<file path="src/rtl/fp_ctrl_sequencer.sv">
// Multi-cycle main decoder / sequencer for the RV32F core: decodes opcode/funct5 into a registered
// control bundle and sequences variable-latency FP ops. Optional fused multiply-add decode: RVF_FMA_EN.
module fp_ctrl_sequencer #(
  parameter int MUL_LAT  = 3,
  parameter int DIV_LAT  = 12,
  parameter int SQRT_LAT = 16,
  parameter int CNT_W    = 5
) (
  input  logic       clk,
  input  logic       rst,
  input  logic       instr_valid,
  output logic       instr_ready,
  input  logic [6:0] opcode,
  input  logic [4:0] funct5,
  input  logic       flush,
  output logic       ctrl_valid,
  output logic       RegWrite,
  output logic [1:0] ImmSrc,
  output logic       ALUSrc,
  output logic       Branch,
  output logic       MemWrite,
  output logic       Jump,
  output logic [1:0] ResultSrc,
  output logic [1:0] ALUOp,
  output logic       fp_RegWrite,
  output logic [4:0] fp_op,
  output logic       illegal,
  output logic       busy,
  output logic [0:0] dbg_state
);

  // Handshake: an instruction is accepted in any cycle where instr_valid and instr_ready are both
  // high; instr_ready depends only on state, flush and rst, never on instr_valid.

  localparam logic [0:0] IDLE = 1'b0;
  localparam logic [0:0] WAIT = 1'b1;

  // Bundle order: {RegWrite,ImmSrc,ALUSrc,Branch,MemWrite,ResultSrc,ALUOp,Jump,fp_RegWrite}
  localparam logic [12:0] B_LW   = 13'b1_00_1_0_0_01_00_0_0;
  localparam logic [12:0] B_SW   = 13'b0_01_1_0_1_00_00_0_0;
  localparam logic [12:0] B_BR   = 13'b0_10_0_1_0_00_01_0_0;
  localparam logic [12:0] B_R    = 13'b1_00_0_0_0_00_10_0_0;
  localparam logic [12:0] B_I    = 13'b1_00_1_0_0_00_10_0_0;
  localparam logic [12:0] B_JAL  = 13'b1_11_0_0_0_00_00_1_0;
  localparam logic [12:0] B_JALR = 13'b1_00_1_0_0_00_00_1_0;
  localparam logic [12:0] B_FLW  = 13'b0_00_1_0_0_01_00_0_1;
  localparam logic [12:0] B_FPW  = 13'b0_00_0_0_0_00_00_0_1;
  localparam logic [12:0] B_INTW = 13'b1_00_0_0_0_10_00_0_0;

  // Counter is preloaded with L-1 so it reaches 1 on the last busy cycle.
  localparam logic [CNT_W-1:0] MUL_LOAD  = CNT_W'(MUL_LAT - 1);
  localparam logic [CNT_W-1:0] DIV_LOAD  = CNT_W'(DIV_LAT - 1);
  localparam logic [CNT_W-1:0] SQRT_LOAD = CNT_W'(SQRT_LAT - 1);
  localparam logic [CNT_W-1:0] CNT_ONE   = CNT_W'(1);
`ifdef RVF_FMA_EN
  localparam logic [CNT_W-1:0] FMA_LOAD  = CNT_W'(MUL_LAT);
`endif

  logic [0:0]       state;
  logic [CNT_W-1:0] cnt;
  logic             cv_q;
  logic [12:0]      bundle_q;
  logic [4:0]       fp_op_q;
  logic             illegal_q;

  logic [12:0]      dec_bundle;
  logic [4:0]       dec_fp_op;
  logic             dec_illegal;
  logic             dec_multi;
  logic [CNT_W-1:0] dec_load;
  logic             accept;

  always_comb begin
    dec_bundle  = '0;
    dec_fp_op   = '0;
    dec_illegal = 1'b0;
    dec_multi   = 1'b0;
    dec_load    = '0;
    case (opcode)
      7'b0000011:             dec_bundle = B_LW;
      7'b0100011, 7'b0100111: dec_bundle = B_SW;
      7'b1100011:             dec_bundle = B_BR;
      7'b0110011:             dec_bundle = B_R;
      7'b0010011:             dec_bundle = B_I;
      7'b1101111:             dec_bundle = B_JAL;
      7'b1100111:             dec_bundle = B_JALR;
      7'b0000111:             dec_bundle = B_FLW;
      7'b1010011: begin
        dec_fp_op = funct5;
        case (funct5)
          5'b00000, 5'b00001, 5'b00100, 5'b00101, 5'b11010, 5'b11110:
            dec_bundle = B_FPW;
          5'b00010: begin
            dec_bundle = B_FPW;
            dec_multi  = 1'b1;
            dec_load   = MUL_LOAD;
          end
          5'b00011: begin
            dec_bundle = B_FPW;
            dec_multi  = 1'b1;
            dec_load   = DIV_LOAD;
          end
          5'b01011: begin
            dec_bundle = B_FPW;
            dec_multi  = 1'b1;
            dec_load   = SQRT_LOAD;
          end
          5'b11000, 5'b10100, 5'b11100:
            dec_bundle = B_INTW;
          default: begin
            dec_fp_op   = '0;
            dec_illegal = 1'b1;
          end
        endcase
      end
`ifdef RVF_FMA_EN
      7'b1000011, 7'b1000111, 7'b1001011, 7'b1001111: begin
        dec_bundle = B_FPW;
        dec_fp_op  = {3'b100, opcode[3:2]};
        dec_multi  = 1'b1;
        dec_load   = FMA_LOAD;
      end
`endif
      default: dec_illegal = 1'b1;
    endcase
  end

  assign instr_ready = (state == IDLE) & ~flush & ~rst;
  assign accept      = instr_valid & instr_ready;

  always_ff @(posedge clk) begin
    if (rst) begin
      state     <= IDLE;
      cnt       <= '0;
      cv_q      <= 1'b0;
      bundle_q  <= '0;
      fp_op_q   <= '0;
      illegal_q <= 1'b0;
    end else begin
      cv_q <= 1'b0;
      if (flush) begin
        state <= IDLE;
        cnt   <= '0;
      end else if (state == WAIT) begin
        if (cnt == CNT_ONE) begin
          state <= IDLE;
          cnt   <= '0;
          cv_q  <= 1'b1;
        end else begin
          cnt <= cnt - CNT_ONE;
        end
      end else if (accept) begin
        bundle_q  <= dec_bundle;
        fp_op_q   <= dec_fp_op;
        illegal_q <= dec_illegal;
        if (dec_multi) begin
          state <= WAIT;
          cnt   <= dec_load;
        end else begin
          cv_q <= 1'b1;
        end
      end
    end
  end

  // The registered pulse is suppressed in a flush or reset cycle so an aborted op never reports.
  assign ctrl_valid = cv_q & ~flush & ~rst;
  assign busy       = (state == WAIT);
  assign dbg_state  = state;
  assign {RegWrite, ImmSrc, ALUSrc, Branch, MemWrite, ResultSrc, ALUOp, Jump, fp_RegWrite} = bundle_q;
  assign fp_op      = fp_op_q;
  assign illegal    = illegal_q;

endmodule

</file>
<file path="config.mk">
export PLATFORM = sky130hd
export DESIGN_NAME = fp_ctrl_sequencer
export DESIGN_NICKNAME = d
export VERILOG_FILES = /design/src/rtl/fp_ctrl_sequencer.sv
export SDC_FILE = /design/constraint.sdc
export NUM_CORES = 1
export LEC_CHECK = 0
export ABC_CLOCK_PERIOD_IN_PS = 2700
export CORE_MARGIN = 2
export CORE_UTILIZATION = 47
export DETAILED_ROUTE_END_ITERATION = 8
export GPL_TIMING_DRIVEN = 0
export MAX_ROUTING_LAYER = met4
export PLACE_DENSITY = 0.89
export RECOVER_POWER = 100
export SLEW_MARGIN = 10
export SYNTH_ARGS = -nofsm -noshare
export SYNTH_HDL_FRONTEND = slang
export SYNTH_SLANG_ARGS = --single-unit
</file>
<file path="constraint.sdc">
create_clock -name clk -period 2.7 [get_ports clk]
set_clock_uncertainty 0.1 [all_clocks]
set_input_delay 0.54 -clock clk [delete_from_list [all_inputs] [get_ports clk]]
set_output_delay 0.54 -clock clk [all_outputs]
set_load 0.02 [all_outputs]
</file>
; ---- Word-level counts from Yosys, hierarchy flattened
; Index checks and enable logic that the tools add are counted.
[classes]
addsub = 1
n_eq_ne = 22
mux = 22
bitwise = 8
n_reduce_logical = 12
[ops]
columns = cell, count
row1 = $pmux 12 s9, 1
row2 = $mux 5, 6
row3 = $eq 7x7->1 const B, 4
row4 = $eq 5x5->1 const B, 5
row5 = $pmux 12 s2, 1
row6 = $eq 7x6->1 const B, 3
row7 = $reduce_or 9->1, 2
row8 = $pmux 4 s3, 1
row9 = $reduce_or 12->1, 1
row10 = $mux 1, 11
row11 = $eq 5x1->1 const B, 2
row12 = $eq 5x2->1 const B, 2
row13 = $eq 5x3->1 const B, 2
row14 = $eq 7x2->1 const B, 1
row15 = $eq 7x3->1 const B, 1
row16 = $eq 7x5->1 const B, 1
row17 = $reduce_or 3->1, 2
row18 = $and 1x1->1, 5
row19 = $eq 5x4->1 const B, 1
row20 = $logic_not 5->1, 1
row21 = $sub 5x1->5 const B, 1
row22 = $mux 4, 1
row23 = $reduce_bool 2->1, 2
row24 = $reduce_or 2->1, 2
row25 = other kinds (4), 6
[word_totals]
register_bits = 25
in_bits = 16
out_inout_bits = 22
elab_cells = 71

; ---- Longest topological paths before layout
; Gate-level depths: netlist (run 1).
[depth]
ltp_word = 7
ltp_mapped = 6
mapped_depth_nobuf = 6

; ---- Worst setup path before layout (run 1)
; OpenSTA, ideal clock, no wires.
[synth_path]
path_kind = input-to-reg
from = input port opcode[2]
to = register cnt[3]
t_arrival_ns = 1.897
t_required_ns = 2.521
setup_slack_ns = 0.624
cell_stages = 5
cell_sequence = buf_2 -> nand4bb_1 -> or2_2 -> or4_1 -> o211ai_1
[synth_via]
elab_chain_len = 5
[synth_lines]
columns = item, line_no
row1 = from (decl), 13  ; input logic [6:0] opcode,
row2 = $eq 7x7->1 *, 79  ; case (opcode)
row3 = $mux 4, 79
row4 = $mux 5, 156  ; if (dec_multi) begin
row5 = $mux 5, 152  ; end else if (accept) begin
row6 = $mux 5, 144  ; end else if (state == WAIT) begin
row7 = to (signal assigned), 150  ; cnt <= cnt - CNT_ONE;
row8 = to (signal assigned), 158  ; cnt <= dec_load;
row9 = to (decl), 60  ; logic [CNT_W-1:0] cnt;
; Mark *: on every way between the ends. The rest lies on a longest branch, timed or not. The select of a mux whose other input is x is not followed.
; A chain may end at the register's enable or synchronous reset.

; ---- Worst setup path in the final report (run 1)
[layout_path]
from = input port flush
to = output port ctrl_valid
[layout_via]
elab_chain_len = 3
[layout_lines]
columns = item, line_no
row1 = from (decl), 15  ; input logic flush,
row2 = $not 1->1 (no source line), --
row3 = $and 1x1->1 (2 in a row), 167  ; assign ctrl_valid = cv_q & ~flush & ~rst;
row4 = to (decl), 16  ; output logic ctrl_valid,
; No other way between the ends.

==> metrics.yaml, run 1 <==
outcome:
  status: "completed"
placement:
  post-place-ws_ns: -0.328
  placed_cells: 229
  gp_congestion: 0.881
  dp_hpwl_um: 2720
  placed_cell_area_sq_mm: 0.00175
  portBuffers: 33
pwr:
  peakVddDrop_uv: 309
  p_comb_share_pct: 14.6
  seqPwrFrac_pct: 55.3
  p_sw_share_pct: 26.3
  clkPwrFrac_pct: 30.1
  power_density_mw_per_mm2: 365
  power_leakage_uw: 0.000665
  power.internal_uw: 477
  p_switching_uw: 170
critical_path:
  cpMaxStageDelayCell: "dlygate4sd3_1"
  path_cells: "clkdlybuf4s50_1 > nor2_2 > and2_1 > dlygate4sd3_1"
  worstSetupStartpoint: "flush"
  arrival_ns: 1.92
  slowest_delay_ns: 0.66
  crit_path_max_fanout: 3
  reg2regPathDepth: 4
  crit_required_ns: 2.06
  reg2reg_from: "busy"
  r2r-end: "cnt[3]"
  worstSetupPathType: "primary input to output port"
  setup.worst_path.end: "ctrl_valid"
  rrSetupSlack_ns: 0.49
  end_kind: "output port"
  startpoint_type: "primary input"
drt:
  firstDrtPassIters: 5
  totalWireLength_um: 3720
  detail_route.iter0.violations: 51
  drtAntennaViolNets: 0
  vias_per_cell: 6.07
  drc: 0
  vias: 1415
  detail_route.wl_per_cell_um: 16.0
sta:
  hold_violations: 0
  post-route-min-period_ns: 2.56
  final_max_slew_viol_count: 0
  max-slew-margin-rel_pct: 48.4
  worstMarginPinSlew_ns: 0.768
  worst_slack_ns: 0.137
  setup_viol: 0
  grt_setup_unrepaired: "no"
  post-route-period-util_pct: 94.9
  max_freq_mhz: 390
global_route:
  grt_pass1_vias: 1380
  grt_overflow: 0
  antenna_found_initial: 0
  grt.met1_usage_pct: 31.2
  grt_util_met2_pct: 39.4
  grt_pass1_wl_um: 6220
  grt_start_max_net_pins: 14
  grt.busiest_layer: "met2"
  grt_use_met3_pct: 3.79
  grtUsageTotal_pct: 24.5
synthesis:
  synth-seq-area-share_pct: 34.9
  synth_edf_count: 0
  synth_top_area_cell: "dfxtp_1"
  synth_warnings: 0
  avgSynthCellArea_sq_um: 8.34
  synth.distinct_cells: 51
  synthTopCellsByCount: "dfxtp_1, nor2_1, nand2_1, a211oi_1, a21oi_1"
  yosysMostFrequentCell: "dfxtp_1"
  synth_area_sq_mm: 0.00138
  synth_top_area_share_pct: 34.9
  syn_inst: 165
  ys.flop_type: "dfxtp_1"
  synthTopCellsByArea: "dfxtp_1, nor2_1, a211oi_1"
  ys_ff_latch: 24
  syn_nets: 183
  async_flop_share_pct: 0
die:
  core_area_sq_mm: 0.00276
  die_area_sq_mm: 0.00338
  io_pins: 38
  die_w_um: 58.1
  std_cell_rows: 19
  die_h_um: 58.1
  start_util_pct: 49.9
final_layout:
  nets: 221
  finish.utilization_pct: 64.3
  finalInstanceArea_sq_mm: 0.00177
  drive_above_1_share_pct: 7.92
  n_antenna_cell: 0
  finalNonFillerCells: 233
  syn_to_final_growth_pct: 28.8
cts:
  cts_sinks: 24
  cts_root_buf: "clkbuf_4"
  cts_buffer_depth: 2
  cts_tree: "yes"
  hold_buffers: 0
  clk_transition_reported_paths_ns: 0.14
  cts_buffers: 3
  h-tree-depth: 1
  clk_latency_ns: 0.31
hold_path:
  hold-path-cell-count: 2
  min-delay-path-class: "flop to flop"
job:
  cap_viol_max_count: 0
## cell families after synthesis
group | share of synthesized area (%)
xor gates and xnor gates | 0.636
AOI/OAI and AO/OA | 28.3
and+or+nand+nor | 27.6
DFF | 34.9
buffers and inverters | 6.73
adders and majority gates | 1.82
## cell type report
| type | count | area [sq um] |
|---|---|---|
| inverter | 7 | 26.3 |
| buffer | 13 | 58.8 |
| tap | 31 | 38.8 |
| sequential | 24 | 480 |
| timing repair buffer | 33 | 330 |
| clock buffer | 4 | 36.3 |
| multi-input combinational | 121 | 802 |
| fill | 253 | 985 |
## worst min path at each step
| stage | start | to |
|---|---|---|
| floorplan | cnt[4] | cnt[4] |
| CTS | bundle_q[3] | bundle_q[3] |
| global placement | bundle_q[3] | bundle_q[3] |
| global route | bundle_q[3] | bundle_q[3] |
| finish | bundle_q[3] | bundle_q[3] |
| detailed placement | bundle_q[3] | bundle_q[3] |
## routing by layer
metal	routed length (um)	up-vias	share of wire [%]
li1	-	697	-
met1	1690	678	45
met2	1840	36	49
met3	138	4	3.7
met4	51	0	1.4
met5	0	-	0
## critical path, delay by kind of cell
| kind | cells | cell delay, ns |
|---|---|---|
| buf+inv | 2 | 1.10 |
| simple gates | 2 | 0.28 |
## timing repair
item	CTS	global route
gates resized for setup	5	0
setup buffers	0	0
endpoints found under the hold margin	0	0
setup endpoints to repair	2	0
## state kept, by name (all words and copies together) (netlist names)
| name | cells |
|---|---|
| illegal | 1 |
| busy | 1 |
| cnt | 5 |
| cv_q | 1 |
| bundle_q | 11 |
| fp_op | 5 |
## power by group through the flow
| stage | Sequential (uW) | Combinational (uW) | Clock (uW) |
|---|---|---|---|
| after floorplan | 368 | 51.4 | 0 |
| after global placement | 366 | 92.7 | 0 |
| after detailed placement | 366 | 95.9 | 0 |
| after CTS | 358 | 96.1 | 197 |
| after global routing | 358 | 104 | 219 |
| final | 358 | 94.7 | 195 |
## per-stage QoR
| step | setup TNS, ns | hold slack [ns] | total power (uW) |
|---|---|---|---|
| 2_1_floorplan | 0 | 0.407 | 419 |
| 3_3_place_gp | -1.31 | 0.345 | 458 |
| 3_5_place_dp | -1.80 | 0.351 | 462 |
| 4_1_cts | 0 | 0.370 | 651 |
| 5_1_grt | 0 | 0.390 | 682 |
| 6_report | 0 | 0.362 | 647 |
## layout by cell type (no fill, tap or decap), types with 3 or more instances in the layout
master | synthesis | layout
a211o_1 | 3 | 3
a211oi_1 | 9 | 9
a21oi_1 | 9 | 9
a22oi_1 | 3 | 3
a32o_1 | 5 | 5
a32oi_1 | 4 | 4
clkbuf_1 | 8 | 9
clkbuf_4 | 0 | 3
clkdlybuf4s50_1 | 0 | 9
dfxtp_1 | 24 | 24
dlygate4sd3_1 | 0 | 22
inv_1 | 7 | 7
nand2_1 | 11 | 11
nand2b_1 | 4 | 4
nor2_1 | 19 | 18
nor2b_1 | 4 | 4
nor3_1 | 5 | 5
(Power assumes the default switching activity.)
==> run 2, diff against run 1 <==
--- a/config.mk
+++ b/config.mk
@@ -6,10 +6,11 @@
 export NUM_CORES = 1
 export LEC_CHECK = 0
 export ABC_CLOCK_PERIOD_IN_PS = 2700
+export CAP_MARGIN = 10
 export CORE_MARGIN = 2
 export CORE_UTILIZATION = 47
 export DETAILED_ROUTE_END_ITERATION = 8
-export GPL_TIMING_DRIVEN = 0
+export GPL_TIMING_DRIVEN = 1
 export MAX_ROUTING_LAYER = met4
 export PLACE_DENSITY = 0.89
 export RECOVER_POWER = 100
==> metrics.yaml, run 2 (synthesis results as in run 1) <==
critical_path:
  startpoint_type: "primary input"
  end_kind: "flop"
  rrSetupSlack_ns: 0.53
  crit_family: "simple AND/OR/NAND/NOR gates"
  reg2reg_from: "busy"
  worstSetupStartpoint: "rst"
  critical_path_buf_inv_count: 3
  arrival_ns: 2.59
  crit_required_ns: 2.84
  worstSetupPathType: "primary input to flop"
  slowest_delay_ns: 0.59
  crit_path_max_fanout: 15
  path_cells: "clkdlybuf4s50_1 > buf_4 > or4b_4 > nor3_1 > buf_4 > a211oi_1 > a211oi_1"
  cpMaxStageDelayCell: "or4b_4"
sta:
  final_max_slew_viol_count: 0
  post-route-min-period_ns: 2.44
  post-route-period-util_pct: 90.5
  max_freq_mhz: 409
  setup_viol: 0
  hold_violations: 0
  worstMarginPinSlew_ns: 0.558
  grt_setup_unrepaired: "no"
  finalSetupTns_ns: 0
  max-slew-margin-rel_pct: 62.8
final_layout:
  finalNonFillerCells: 241
  top_register: "bundle_q"
  layout_common_cells: "dfxtp_1, dlygate4sd3_1, nor2_1, clkdlybuf4s50_1, buf_4"
  drive_above_1_share_pct: 11.4
  fillCellCount: 226
  final_common_cell: "dfxtp_1"
  nets: 229
  largest_reg_flops: 11
  n_antenna_cell: 0
  syn_to_final_growth_pct: 34.7
  finalInstanceArea_sq_mm: 0.00185
global_route:
  antenna_found_initial: 0
  grt_start_max_net_pins: 19
  grt_pass1_wl_um: 6230
  grt_overflow: 0
  grtUsageTotal_pct: 23.9
  grt_pass1_vias: 1406
cts:
  h-tree-depth: 1
  cts_buffers: 3
  cts_tree: "yes"
  cts_sinks: 24
  cts_root_buf: "clkbuf_4"
  cts_buffer_depth: 2
  postCtsSetupBuffers: 0
  clk_latency_ns: 0.31
  clk_transition_reported_paths_ns: 0.13
placement:
  dp_hpwl_um: 2810
  placed_cells: 237
  placed_cell_area_sq_mm: 0.00185
  portBuffers: 37
  gp_congestion: 0.907
die:
  core_area_sq_mm: 0.00276
  std_cell_rows: 19
  io_pins: 38
  die_area_sq_mm: 0.00338
  die_h_um: 58.1
  start_util_pct: 49.9
  die_w_um: 58.1
hold_path:
  min-delay-path-class: "flop to flop"
  worstHoldStart: "bundle_q[3]"
job:
  cap_viol_max_count: 0
drt:
  detail_route.iter0.violations: 66
  drc: 0
  vias: 1485
  firstDrtPassIters: 4
  totalWireLength_um: 3720
  vias_per_cell: 6.16
  detail_route.wl_per_cell_um: 15.4
  drtAntennaViolNets: 0
outcome:
  status: "completed"
pwr:
  power_uw: 660
  power_density_mw_per_mm2: 356
  power_leakage_uw: 0.000713
  peakVddDrop_uv: 324
run 2: changes by cell type in the layout (fill, tap and decap cells not counted), sizes merged:
| cell | change |
|---|---|
| clkbuf | -4 |
| dlygate4sd2 | -1 |
| buf | +10 |
| clkdlybuf4s15 | -1 |
| clkdlybuf4s50 | +5 |
| dlygate4sd3 | -1 |
run 2: stage by stage:
step                      hold slack (ns)  utilization [%]  setup slack, ns
final                               0.359             67.2            0.256
after global routing                0.384             67.2            0.203
after CTS                           0.362             68.3           0.0186
after detailed placement            0.348             67.0          0.00620
after global placement              0.342             67.0           0.0489
after floorplan                     0.407                -            0.624
run 2: layout make-up:
type	count	area, sq um	share of cell area (%)
repair buffers	54	474	25.6
clock buffers	4	36.3	1.96
multi-input cells	121	798	43.0
inverters	7	26.3	1.42
flip-flops and latches	24	480	25.9
well taps	31	38.8	2.09
run 2: worst paths after layout:
check,to,cells after the start
setup reg to reg,cnt[0],5
hold / removal,bundle_q[3],2
setup / recovery,cnt[0],7
hold reg to reg,bundle_q[3],2
run 2: timing repair:
action	in CTS	in global routing
hold buffers	0	0
endpoints found under the setup margin	0	2
gates resized for setup	0	2
run 2: per-layer routing:
layer	GRT usage (%)	part of all wire, %	wire [um]	vias to the layer above
met5	-	0	0	-
met4	8.64	1.2	46	0
met3	2.90	7.6	283	6
met2	38.1	50	1850	76
met1	31.3	41	1540	688
li1	-	-	-	715
run 2: report_power, final:
part	total (uW)	internal [uW]	leakage, uW	switching [uW]
logic	112	52.2	0.000499	59.8
clock network	191	82.4	0.0000210	108
registers	358	357	0.000194	1.03
run 2: worst reg2reg max path, delay by kind of cell (launching register included):
kind	cells	cell delay [ns]
buffers and inverters	1	0.23
flip-flops	1	0.51
AO/OA/AOI/OAI	2	0.31
AND/OR/NAND/NOR	2	0.97
